## src/rtl/instr_encoder.sv

```systemverilog
// Instruction encoder.
// Packs the fields of one instruction into a 32-bit word for each accepted input.
// Each output word is paired with its sequential word address.
// A session starts on a start pulse and covers len instructions.
//
// Handshake: a transfer happens on a rising edge where valid && ready.
// Valid and its payload stay stable until ready is seen. Ready may depend
// combinationally on the downstream ready.
module instr_encoder (
    input  logic        clk,
    input  logic        reset,
    input  logic        start,
    input  logic [15:0] len,
    input  logic [31:0] base_addr,
    input  logic        in_valid,
    output logic        in_ready,
    input  logic [2:0]  fmt,
    input  logic [6:0]  op,
    input  logic [2:0]  funct3,
    input  logic [6:0]  funct7,
    input  logic [4:0]  rd,
    input  logic [4:0]  rs1,
    input  logic [4:0]  rs2,
    input  logic [31:0] imm,
    output logic        out_valid,
    input  logic        out_ready,
    output logic [31:0] out_instr,
    output logic [31:0] out_addr,
    output logic        out_err,
    output logic        busy,
    output logic        done,
    output logic [7:0]  err_cnt,
    output logic [1:0]  dbg_state
);

    typedef enum logic [1:0] {
        IDLE  = 2'd0,
        RUN   = 2'd1,
        DRAIN = 2'd2,
        DONE  = 2'd3
    } state_t;

    state_t      state;
    state_t      state_nxt;
    logic [15:0] len_q;
    logic [15:0] idx;
    logic [31:0] addr_q;
    logic        accept;
    logic        out_fire;
    logic        last;
    logic [31:0] enc_instr;
    logic        enc_err;

    // The output register is a single entry, so new input is taken whenever it empties this cycle.
    assign in_ready  = (state == RUN) && (!out_valid || out_ready);
    assign accept    = in_valid && in_ready;
    assign out_fire  = out_valid && out_ready;
    assign last      = (idx == len_q - 16'd1);
    assign busy      = (state != IDLE);
    assign done      = (state == DONE);
    assign dbg_state = state;

    // Encode the current input fields and flag out-of-range or unencodable immediates.
    always_comb begin
        enc_instr = 32'h0000_0013;
        enc_err   = 1'b0;
        case (fmt)
            3'd0: enc_instr = {funct7, rs2, rs1, funct3, rd, op};
            3'd1: begin
                enc_instr = {imm[11:0], rs1, funct3, rd, op};
                enc_err   = ($signed(imm) < -32'sd2048) || ($signed(imm) > 32'sd2047);
            end
            3'd2: begin
                enc_instr = {imm[11:5], rs2, rs1, funct3, imm[4:0], op};
                enc_err   = ($signed(imm) < -32'sd2048) || ($signed(imm) > 32'sd2047);
            end
            3'd3: begin
                enc_instr = {imm[12], imm[10:5], rs2, rs1, funct3, imm[4:1], imm[11], op};
                enc_err   = ($signed(imm) < -32'sd4096) || ($signed(imm) > 32'sd4094) || imm[0];
            end
            3'd4: begin
                enc_instr = {imm[31:12], rd, op};
                enc_err   = (imm[11:0] != 12'd0);
            end
            3'd5: begin
                enc_instr = {imm[20], imm[10:1], imm[11], imm[19:12], rd, op};
                enc_err   = ($signed(imm) < -32'sd1048576) || ($signed(imm) > 32'sd1048574) || imm[0];
            end
            default: begin
                enc_instr = 32'h0000_0013;
                enc_err   = 1'b1;
            end
        endcase
    end

    // State register.
    always_ff @(posedge clk) begin
        if (reset) state <= IDLE;
        else       state <= state_nxt;
    end

    // Session sequencing: start, accept len inputs, drain the last word, pulse done.
    always_comb begin
        state_nxt = state;
        case (state)
            IDLE:    if (start) state_nxt = (len == 16'd0) ? DONE : RUN;
            RUN:     if (accept && last) state_nxt = DRAIN;
            DRAIN:   if (out_fire) state_nxt = DONE;
            DONE:    state_nxt = IDLE;
            default: state_nxt = IDLE;
        endcase
    end

    // Session parameters, output register, address counter and error counter.
    always_ff @(posedge clk) begin
        if (reset) begin
            len_q     <= 16'd0;
            idx       <= 16'd0;
            addr_q    <= 32'd0;
            out_valid <= 1'b0;
            out_instr <= 32'd0;
            out_addr  <= 32'd0;
            out_err   <= 1'b0;
            err_cnt   <= 8'd0;
        end else begin
            if (state == IDLE && start) begin
                len_q   <= len;
                idx     <= 16'd0;
                addr_q  <= {base_addr[31:2], 2'b00};
                err_cnt <= 8'd0;
            end
            if (accept) begin
                out_valid <= 1'b1;
                out_instr <= enc_instr;
                out_addr  <= addr_q;
                out_err   <= enc_err;
                addr_q    <= addr_q + 32'd4;
                idx       <= idx + 16'd1;
                if (enc_err && err_cnt != 8'hFF) err_cnt <= err_cnt + 8'd1;
            end else if (out_fire) begin
                out_valid <= 1'b0;
            end
        end
    end

endmodule

```

## config.mk

```make
export PLATFORM = sky130hd
export DESIGN_NAME = instr_encoder
export DESIGN_NICKNAME = d
export VERILOG_FILES = /design/src/rtl/instr_encoder.sv
export SDC_FILE = /design/constraint.sdc
export NUM_CORES = 1
export LEC_CHECK = 0
export BUFFER_PORTS_ARGS = -buffer_cell sky130_fd_sc_hd__buf_2
export CAP_MARGIN = 20
export CORE_MARGIN = 4
export CORE_UTILIZATION = 45
export CTS_CLUSTER_DIAMETER = 200
export CTS_CLUSTER_SIZE = 12
export DETAILED_ROUTE_END_ITERATION = 8
export PLACE_DENSITY = 0.75
export SYNTH_ARGS = -nofsm -noshare
export SYNTH_HDL_FRONTEND = slang
export SYNTH_SLANG_ARGS = --single-unit
```

## constraint.sdc

```tcl
create_clock -name clk -period 2.84 [get_ports clk]
set_input_delay 0.142 -clock clk [delete_from_list [all_inputs] [get_ports clk]]
set_output_delay 0.142 -clock clk [all_outputs]
set_load 0.01 [all_outputs]
```

==> results of run 1 <==
-- worst max-delay path by stage --
stage               slack (ns)  cells past startpoint           end
finish                    0.11                      7  dbg_state[1]
global route              0.01                      9  dbg_state[1]
CTS                       0.11                      7  dbg_state[1]
detailed placement        0.14                      7  dbg_state[1]
global placement          0.16                      7  dbg_state[1]
floorplan                 0.14                      9  dbg_state[1]
-- routing by layer --
layer	up-vias	GRT usage, %	share of wire, %
met3	56	6.077	6.8
met1	3613	29.07	41
li1	3828	-	-
met5	-	0	0
met4	0	11.03	3.6
met2	313	41.35	48
-- kinds of logic after synthesis --
logic type | Yosys count | share of synthesized area, %
flip-flops | 136 | 38.07
buffers and inverters | 85 | 4.741
XOR/XNOR | 23 | 3.009
multiplexers | 12 | 1.697
AND/OR/NAND/NOR | 431 | 28.46
other | 1 | 0.05243
adder cells (fa/ha/maj) | 9 | 1.575
AO/OA/AOI/OAI | 244 | 22.39
-- power by group through the flow --
stage	Sequential [mW]	Clock (mW)	Combinational, mW
5_1_grt	2.41	2.44	2.09
3_5_place_dp	2.41	0	1.82
4_1_cts	2.37	2.36	1.87
6_report	2.37	2.32	1.87
3_3_place_gp	2.40	0	1.79
2_1_floorplan	2.41	0	1.18
-- worst register-to-register path: stages (launching register included) --
cell and delay [ns]:
dfxtp_1 0.36, or4_1 0.61, or4_1 0.54, a21oi_1 0.16
a211oi_1 0.10, or4_4 0.58, o2111ai_2 0.18, nand3_1 0.09
-- layout by cell type, fill, tap and decap left out, types with 16 or more instances in the layout --
cell type	instances
a211oi_1	16
a21oi_1	88
a22oi_1	19
a31oi_1	16
buf_2	193
buf_4	23
clkbuf_16	17
dfxtp_1	136
dlygate4sd3_1	35
inv_1	17
nand2_1	155
nand3_1	33
nand4_1	16
nor2_1	95
nor3_1	31
nor4_1	23
o21ai_0	37
-- through the flow --
stage / util (%) / cells / area (µm²) / hold slack [ns] / worst slack, ns
2_1_floorplan: - / 942 / 7156 / 0.2780 / 0.1432
3_3_place_gp: 54.28 / 1304 / 8343 / 0.3737 / 0.1644
3_5_place_dp: 54.28 / 1304 / 8343 / 0.3911 / 0.1448
4_1_cts: 60.54 / 1371 / 9305 / 0.0004640 / 0.1121
5_1_grt: 60.54 / 1371 / 9305 / 0.01119 / 0.01112
6_report: 60.54 / 1371 / 9305 / 0.01623 / 0.1086
-- final cells by class --
cell class / instances / area share, %
clock buffer: 18 / 4.612
clock inverter: 14 / 1.963
inverter: 18 / 0.7261
multi-input combinational: 721 / 44.17
sequential: 136 / 29.26
tap: 211 / 2.837
timing repair buffer: 253 / 16.43
-- sequential cells by signal (all words and copies together) (netlist names) --
| register | flops |
|---|---|
| out_err | 1 |
| out_instr | 32 |
| out_addr | 30 |
| idx | 16 |
| out_valid | 1 |
| len_q | 16 |
| err_cnt | 8 |
| addr_q | 30 |
| dbg_state | 2 |
==> impl_metrics.tcl, run 1 <==
set metrics [dict create \
    synth_common_cells "nand2_1, dfxtp_1, nor2_1, a21oi_1, clkbuf_1" \
    ys_seq_elements 136 \
    slew_viol_final 0 \
    htreeDepth 4 \
    switchingPower_mw 2.257 \
    rsz0062_at_grt "no" \
    drive_gt1_share_pct 23.62 \
    vias 7810 \
    routabilityCongestion 0.9231 \
    period_needed_ns 2.731 \
    cts_tree "yes" \
    syn_avg_cell_area_um2 7.600 \
    cp-start-kind "flip-flop" \
    core_um2 15370 \
    drt-initial-drc-count 564 \
    diodes 0 \
    timing.rr.end "dbg_state[1]" \
    rows 45 \
    cp_slowest_cell "or4_1" \
    hp-start "rd[2]" \
    power_density_nw_per_um2 705.5 \
    regArea_um2 2723 \
    switching_share_pct 34.38 \
    clock.fmax_mhz 366.1 \
    finalSetupViolations 0 \
    cts_buffer_depth 2 \
    num_io_pins 199 \
    firstDrtPassIters 6 \
    worst_ep_required_time_ns 3.14 \
    r2r-start "len_q[7]" \
    grt_max_degree 137 \
    start_util_pct 46.53 \
    worstSetupPathType "reg -> reg" \
    crit_start "len_q[7]" \
    netlist_top_cells_area "dfxtp_1, nand2_1, a21oi_1, nor2_1, o21ai_0" \
    hold_buffers 35 \
    cts_resized 0 \
    yosysTopAreaCellShare_pct 38.07 \
    synthCells 941 \
    wl_per_cell_um 16.14 \
    reg2reg_slack_ns 0.11 \
    multiInputGateArea_um2 4110 \
    finalPower_mw 6.565 \
    synth_cell_types 70 \
    crit_arrival_ns 3.03 \
    grt_pass1_vias 7396 \
    cp_max_fo 8 \
    hp-class "in -> reg" \
    min_to "out_instr[9]" \
    dieHeight_um 134.1 \
    fillers 1385 \
    overflow 0 \
    status "finished clean" \
    yosysSeqAreaShare_pct 38.07 \
    die_x_um 134.1 \
    maxSlewHeadroom_pct 53.48 \
    p_int_mw 4.308 \
    yosys_warnings 0 \
    tightest_slew_ns 0.6979 \
    crit_path_end_kind "flip-flop" \
    hold_viol 0 \
    area_delta_synth_final_pct 30.11 \
    io_buffers 194 \
    async_reset_ff_share_pct 0 \
    place_hpwl_um 15520 \
    finalClockSkew_ns 0.008905 \
    crit_buf_inv 0 \
    crit_top_cell "or4_1" \
    via_per_inst 5.697 \
    period_share_pct 96.17 \
    r2r_cells 7 \
    power_frac_comb_pct 28.5 \
    syn_area_um2 7152 \
    clk_pin_slew_ns 0.06 \
    yosys.cell_count.top_type "nand2_1" \
    drtAntennaViolNets 0 \
    seqPwrFrac_pct 36.2 \
    yosysTopAreaCell "dfxtp_1" \
    fin_tns_setup_ns 0 \
    ir_worst_vdd_uv 412.1 \
    slowest_delay_ns 0.61 \
    grt_use_total_pct 24.33 \
    design.die.area_um2 17970 \
    grt_antenna_before_repair 0 \
    crit_path_cell_trace "or4_1 > or4_1 > a21oi_1 > a211oi_1 > or4_4 > o2111ai_2 > nand3_1" \
    clk_latency_ns 0.42 \
    synth_enable_flop_cells 0 \
    clock_power_share_pct 35.3 \
    cts_sinks 136 \
    cts_root_buf "clkbuf_16" \
    cts-buffers-inserted 17 \
    post_cts_buffers 0 \
    route.detailed.drc 0 \
    synth_flop_cell "dfxtp_1" \
    finalWirelength_um 22130 \
    p_leak_nw 3.824 \
    grt_first_pass_wirelength_um 35960 \
    critPathTopFamily "simple AND/OR/NAND/NOR gates" \
    max-cap-violations 0 \
    hold-path-cell-count 3 \
    nets 1276 \
]
No activity file was read; power rests on OpenSTA's default activity.
==> run 2: changes to the inputs <==
CORE_MARGIN = 2   (was 4)
REMOVE_ABC_BUFFERS = 1   (was not set)
==> run 2 against run 1 <==
Setup slack improved by 0.077 ns. Sequential share of layout area increased by 0.16 points. Power decreased by 2.6%. Final cell count increased by 0.29%. Clock-buffer cell count increased by 3. Critical path type unchanged. Largest power group unchanged. Highest routed layer unchanged.
==> impl_metrics.tcl, run 2 (synthesized netlist as in run 1, its figures left out) <==
set metrics [dict create \
    num_io_pins 199 \
    diodes 0 \
    p_int_mw 4.206 \
    overflow 0 \
    drive_gt1_share_pct 23.81 \
    r2r_cells 10 \
    instances_no_fill 1375 \
    core_um2 15710 \
    place_hpwl_um 15220 \
    placed_cells 1311 \
    dieHeight_um 130.1 \
    grt_first_pass_wirelength_um 34220 \
    wl_met3_um 1404 \
    worst_ep_required_time_ns 3.14 \
    p_leak_nw 3.786 \
    firstDrtPassIters 4 \
    power_frac_comb_pct 29.5 \
    cp-start-kind "flip-flop" \
    fillers 1450 \
    worstSetupPathType "reg -> reg" \
    finalSetupViolations 0 \
    hold_viol 0 \
    rows 46 \
    drtAntennaViolNets 0 \
    largest_reg_flops 32 \
    post_cts_buffers 0 \
    grt_max_degree 44 \
    routabilityCongestion 0.8822 \
    cp_max_fo 10 \
    wl_met2_um 10260 \
    path_depth 10 \
    slew_viol_final 0 \
    drt-initial-drc-count 513 \
    fin_tns_setup_ns 0 \
    period_needed_ns 2.655 \
    mostFrequentLayoutCells "buf_2, nand2_1, dfxtp_1" \
    switching_share_pct 34.22 \
    reg.largest.list "out_instr: 32 flops, addr_q: 30 flops, out_addr: 30 flops" \
    max-cap-violations 0 \
    io_buffers 194 \
    cts_sinks 136 \
    ir_worst_vdd_uv 505.6 \
    clock_power_share_pct 33.4 \
    die_x_um 130.1 \
    dr.max_layer_used "met4" \
    grt_use_total_pct 25.36 \
    hp-class "in -> reg" \
    multiInputGateArea_um2 4126 \
    drt-met1-wl_um 9076 \
    regArea_um2 2723 \
    clock.fmax_mhz 376.7 \
    via_per_inst 5.623 \
    crit_arrival_ns 2.96 \
    maxSlewHeadroom_pct 37.59 \
    critPathTopFamily "simple AND/OR/NAND/NOR gates" \
    hold-path-cell-count 3 \
    period_share_pct 93.48 \
    status "finished clean" \
    design.die.area_um2 16920 \
    grt_pass1_vias 6998 \
    tightest_slew_ns 0.9352 \
    area_delta_synth_final_pct 29.41 \
    cts_root_buf "clkbuf_16" \
    finalClockSkew_ns 0.007288 \
    route.detailed.drc 0 \
    power_density_nw_per_um2 690.8 \
    switchingPower_mw 2.188 \
    grt_antenna_before_repair 0 \
    cp_slowest_cell "or4_4" \
    cts_tree "yes" \
    cts_buffer_depth 2 \
    crit_buf_inv 2 \
    clk_latency_ns 0.42 \
    seqPwrFrac_pct 37.1 \
    slowest_delay_ns 0.56 \
    htreeDepth 4 \
    start_util_pct 45.52 \
    vias 7732 \
    finalWirelength_um 21560 \
    nets 1275 \
    wl_per_cell_um 15.68 \
    crit_path_cell_trace "inv_1 > ha_1 > buf_4 > xnor3_1 > nand3_1 > a2111oi_2 > a211oi_1 > or4_4 > o2111ai_2 > nand3_1" \
    final_common_cell "buf_2" \
    cts-buffers-inserted 17 \
    crit_top_cell "nand3_1" \
    clk_pin_slew_ns 0.06 \
    crit_path_end_kind "flip-flop" \
    largest-register "out_instr" \
]
==> run 2: cell count changes in the layout (fill, tap and decap cells not counted), moves of 2 or more <==
cell	before	now
clkbuf_1	1	4
inv_6	7	0
clkinvlp_4	2	4
buf_4	23	26
dlygate4sd3_1	35	32
clkinv_4	0	3
==> run 2: worst paths after layout <==
check / slack (ns) / to / startpoint
setup reg to reg: 0.19 / dbg_state[1] / len_q[0]
setup / recovery: 0.19 / dbg_state[1] / len_q[0]
hold / removal: 0.01 / addr_q[4] / base_addr[4]
hold reg to reg: 0.45 / out_addr[15] / out_addr[15]
==> run 2: repair_timing <==
item                                    in CTS  in global routing
gates resized for setup                      0                  4
hold endpoints to repair                    32                  0
endpoints found under the setup margin       0                  1
hold buffers                                32                  0
==> run 2: stage by stage <==
step                      area (µm²)  setup WS (ns)  total power [mW]  hold WS [ns]  utilization [%]
final                           9255         0.1852             6.393       0.01244            58.90
after global routing            9255       -0.01201             6.763      0.008370            58.90
after CTS                       9239         0.1204             6.406      0.001141            58.80
after detailed placement        8352         0.1303             4.225        0.3884            53.15
after global placement          8352         0.1664             4.196        0.3747            53.15
after floorplan                 6884         -1.097             3.503        0.2111                -
==> run 2: layer usage <==
layer  GRT usage, %  vias up
met2          42.10      278
met3          5.945       51
met1          31.16     3582
met4          11.95        0
li1               -     3821
met5              0        -
==> run 2: worst min-delay path, stage by stage <==
cell and delay [ns]:
buf_2 0.08, a32oi_1 0.05, a21oi_1 0.12
==> run 2: final cells by class <==
type	count	area share [%]
multi-input cells	721	44.59
flip-flops and latches	136	29.42
repair buffers	252	16.22
clock buffers	21	4.759
well taps	216	2.920
clock inverters	11	1.365
inverters	18	0.7300
==> run 2: power groups by stage <==
stage | combinational, mW | sequential [mW] | clock (mW)
floorplan | 1.08 | 2.42 | 0
global placement | 1.80 | 2.40 | 0
detailed placement | 1.82 | 2.40 | 0
CTS | 1.87 | 2.37 | 2.17
global route | 2.09 | 2.41 | 2.25
finish | 1.88 | 2.37 | 2.14
==> run 3: changes to the inputs <==
CORE_ASPECT_RATIO = 1.2   (was not set)
==> run 3 against run 2 <==
Die area about the same. Sequential cell count unchanged. Worst hold slack got worse by 0.0042 ns. Via count increased by 1.2%. Sequential power about the same. Combinational power about the same. Critical endpoint unchanged. Largest power group is now clock.
==> impl_metrics.tcl, run 3 (synthesized netlist as in run 1, its figures left out) <==
set metrics [dict create \
    routabilityCongestion 0.9210 \
    max-cap-violations 0 \
    finalClockSkew_ns 0.006489 \
    grt_antenna_before_repair 2 \
    tightest_slew_ns 0.7791 \
    route.detailed.drc 0 \
    crit_path_end_kind "flip-flop" \
    htreeDepth 4 \
    num_io_pins 199 \
    cts_root_buf "clkbuf_16" \
    mostFrequentLayoutCells "buf_2, nand2_1, dfxtp_1" \
    clock.fmax_mhz 365.2 \
    overflow 0 \
    fillers 1373 \
    clk_latency_ns 0.42 \
    largest-register "out_instr" \
    switchingPower_mw 2.191 \
    finalCoreUtilization_pct 60.12 \
    cp-start-kind "flip-flop" \
    switching_share_pct 32.74 \
    largest_reg_flops 32 \
    place_hpwl_um 15030 \
    cts_tree "yes" \
    firstDrtPassIters 6 \
    drtAntennaViolNets 0 \
    design.die.area_um2 16920 \
    drt-initial-drc-count 408 \
    seqPwrFrac_pct 35.4 \
    area_delta_synth_final_pct 30.95 \
    grt_use_total_pct 25.28 \
    p_leak_nw 3.850 \
    power_density_nw_per_um2 714.5 \
    rows 50 \
    dr.max_layer_used "met4" \
    finalSetupViolations 0 \
    io_buffers 194 \
    maxSlewHeadroom_pct 48.06 \
    cts_buffer_depth 2 \
    cp_max_fo 8 \
    drive_gt1_share_pct 23.69 \
    hold_viol 0 \
    reg.largest.list "out_instr: 32 flops, addr_q: 30 flops, out_addr: 30 flops" \
    wl_met2_um 11080 \
    nets 1278 \
    period_share_pct 96.40 \
    drt-met1-wl_um 8410 \
    start_util_pct 45.91 \
    via_per_inst 5.709 \
    power_frac_comb_pct 28.2 \
    die_x_um 119.1 \
    crit_arrival_ns 3.04 \
    ir_worst_vdd_uv 347.7 \
    vias 7821 \
    wl_met3_um 1276 \
    hp-class "in -> reg" \
    slew_viol_final 0 \
    post-place-ws_ns 0.1408 \
    wl_per_cell_um 15.70 \
    worst_slack_ns 0.1021 \
    rsz0062_at_grt "no" \
    cts_sinks 136 \
    finalWirelength_um 21510 \
    clk_pin_slew_ns 0.06 \
    dieHeight_um 142.1 \
    cts-buffers-inserted 17 \
    grt_first_pass_wirelength_um 34820 \
    status "finished clean" \
    clock_power_share_pct 36.4 \
    p_int_mw 4.500 \
    post_cts_buffers 0 \
    grt_max_degree 75 \
    fin_tns_setup_ns 0 \
    grt_pass1_vias 7341 \
    worstSetupPathType "reg -> reg" \
    worst_ep_required_time_ns 3.15 \
    final_common_cell "buf_2" \
    core_um2 15580 \
    period_needed_ns 2.738 \
]
==> run 3: changes by cell type in the layout (fill, tap and decap cells not counted), moves of 3 or more <==
cell | previous run | this run
bufinv_16 | 2 | 5
clkbuf_1 | 4 | 1
buf_4 | 26 | 23
dlygate4sd3_1 | 32 | 37
clkinvlp_4 | 4 | 1
==> run 3: final cells by class <==
class                   count  area [µm²]  area share (%)
flip-flops and latches    136        2723           29.07
clock inverters            12       198.9           2.124
inverters                  18       67.56          0.7214
clock buffers              19       442.9           4.729
repair buffers            255        1549           16.54
well taps                 208       260.3           2.779
multi-input cells         721        4121           44.01
diodes                      1       2.502         0.02672
==> run 3: worst max-delay path, stage by stage, from the launching register on <==
cell and delay [ns]:
dfxtp_1 0.35, or4_1 0.64, or4_1 0.55, a21oi_1 0.15
a211oi_1 0.10, or4_4 0.56, o2111ai_2 0.17, nand3_1 0.09
==> run 3: stage by stage <==
step           cells  hold WS [ns]  area [µm²]  power [mW]
2_1_floorplan    875        0.2111        6884       3.503
5_1_grt         1370       0.01922        9365       7.043
3_3_place_gp    1300        0.3735        8332       4.193
3_5_place_dp    1300        0.3857        8332       4.232
4_1_cts         1367     0.0005194        9334       6.692
6_report        1370      0.008245        9365       6.691
==> run 3: path summary, 6_finish.rpt <==
kind | start | to | slack [ns] | cells after the start
setup reg to reg | len_q[7] | dbg_state[1] | 0.10 | 7
hold reg to reg | out_addr[31] | out_addr[31] | 0.45 | 2
hold / removal | base_addr[8] | addr_q[8] | 0.008 | 3
setup / recovery | len_q[7] | dbg_state[1] | 0.10 | 7
==> run 3: power groups by stage <==
stage               Combinational, mW  Clock (mW)  Sequential, mW
CTS                              1.88        2.45            2.37
floorplan                        1.08           0            2.42
global placement                 1.80           0            2.39
global route                     2.10        2.54            2.40
finish                           1.89        2.43            2.37
detailed placement               1.83           0            2.40
==> run 3: repair_timing <==
action,in CTS,in global routing
hold buffers,36,1
hold endpoints to repair,36,1
gates resized for setup,0,3
endpoints found under the setup margin,0,2
==> run 3: routing by layer <==
layer	vias to the layer above	global-route usage [%]
met5	-	0
met4	0	12.97
met3	59	5.889
met2	258	44.34
met1	3685	28.65
li1	3819	-
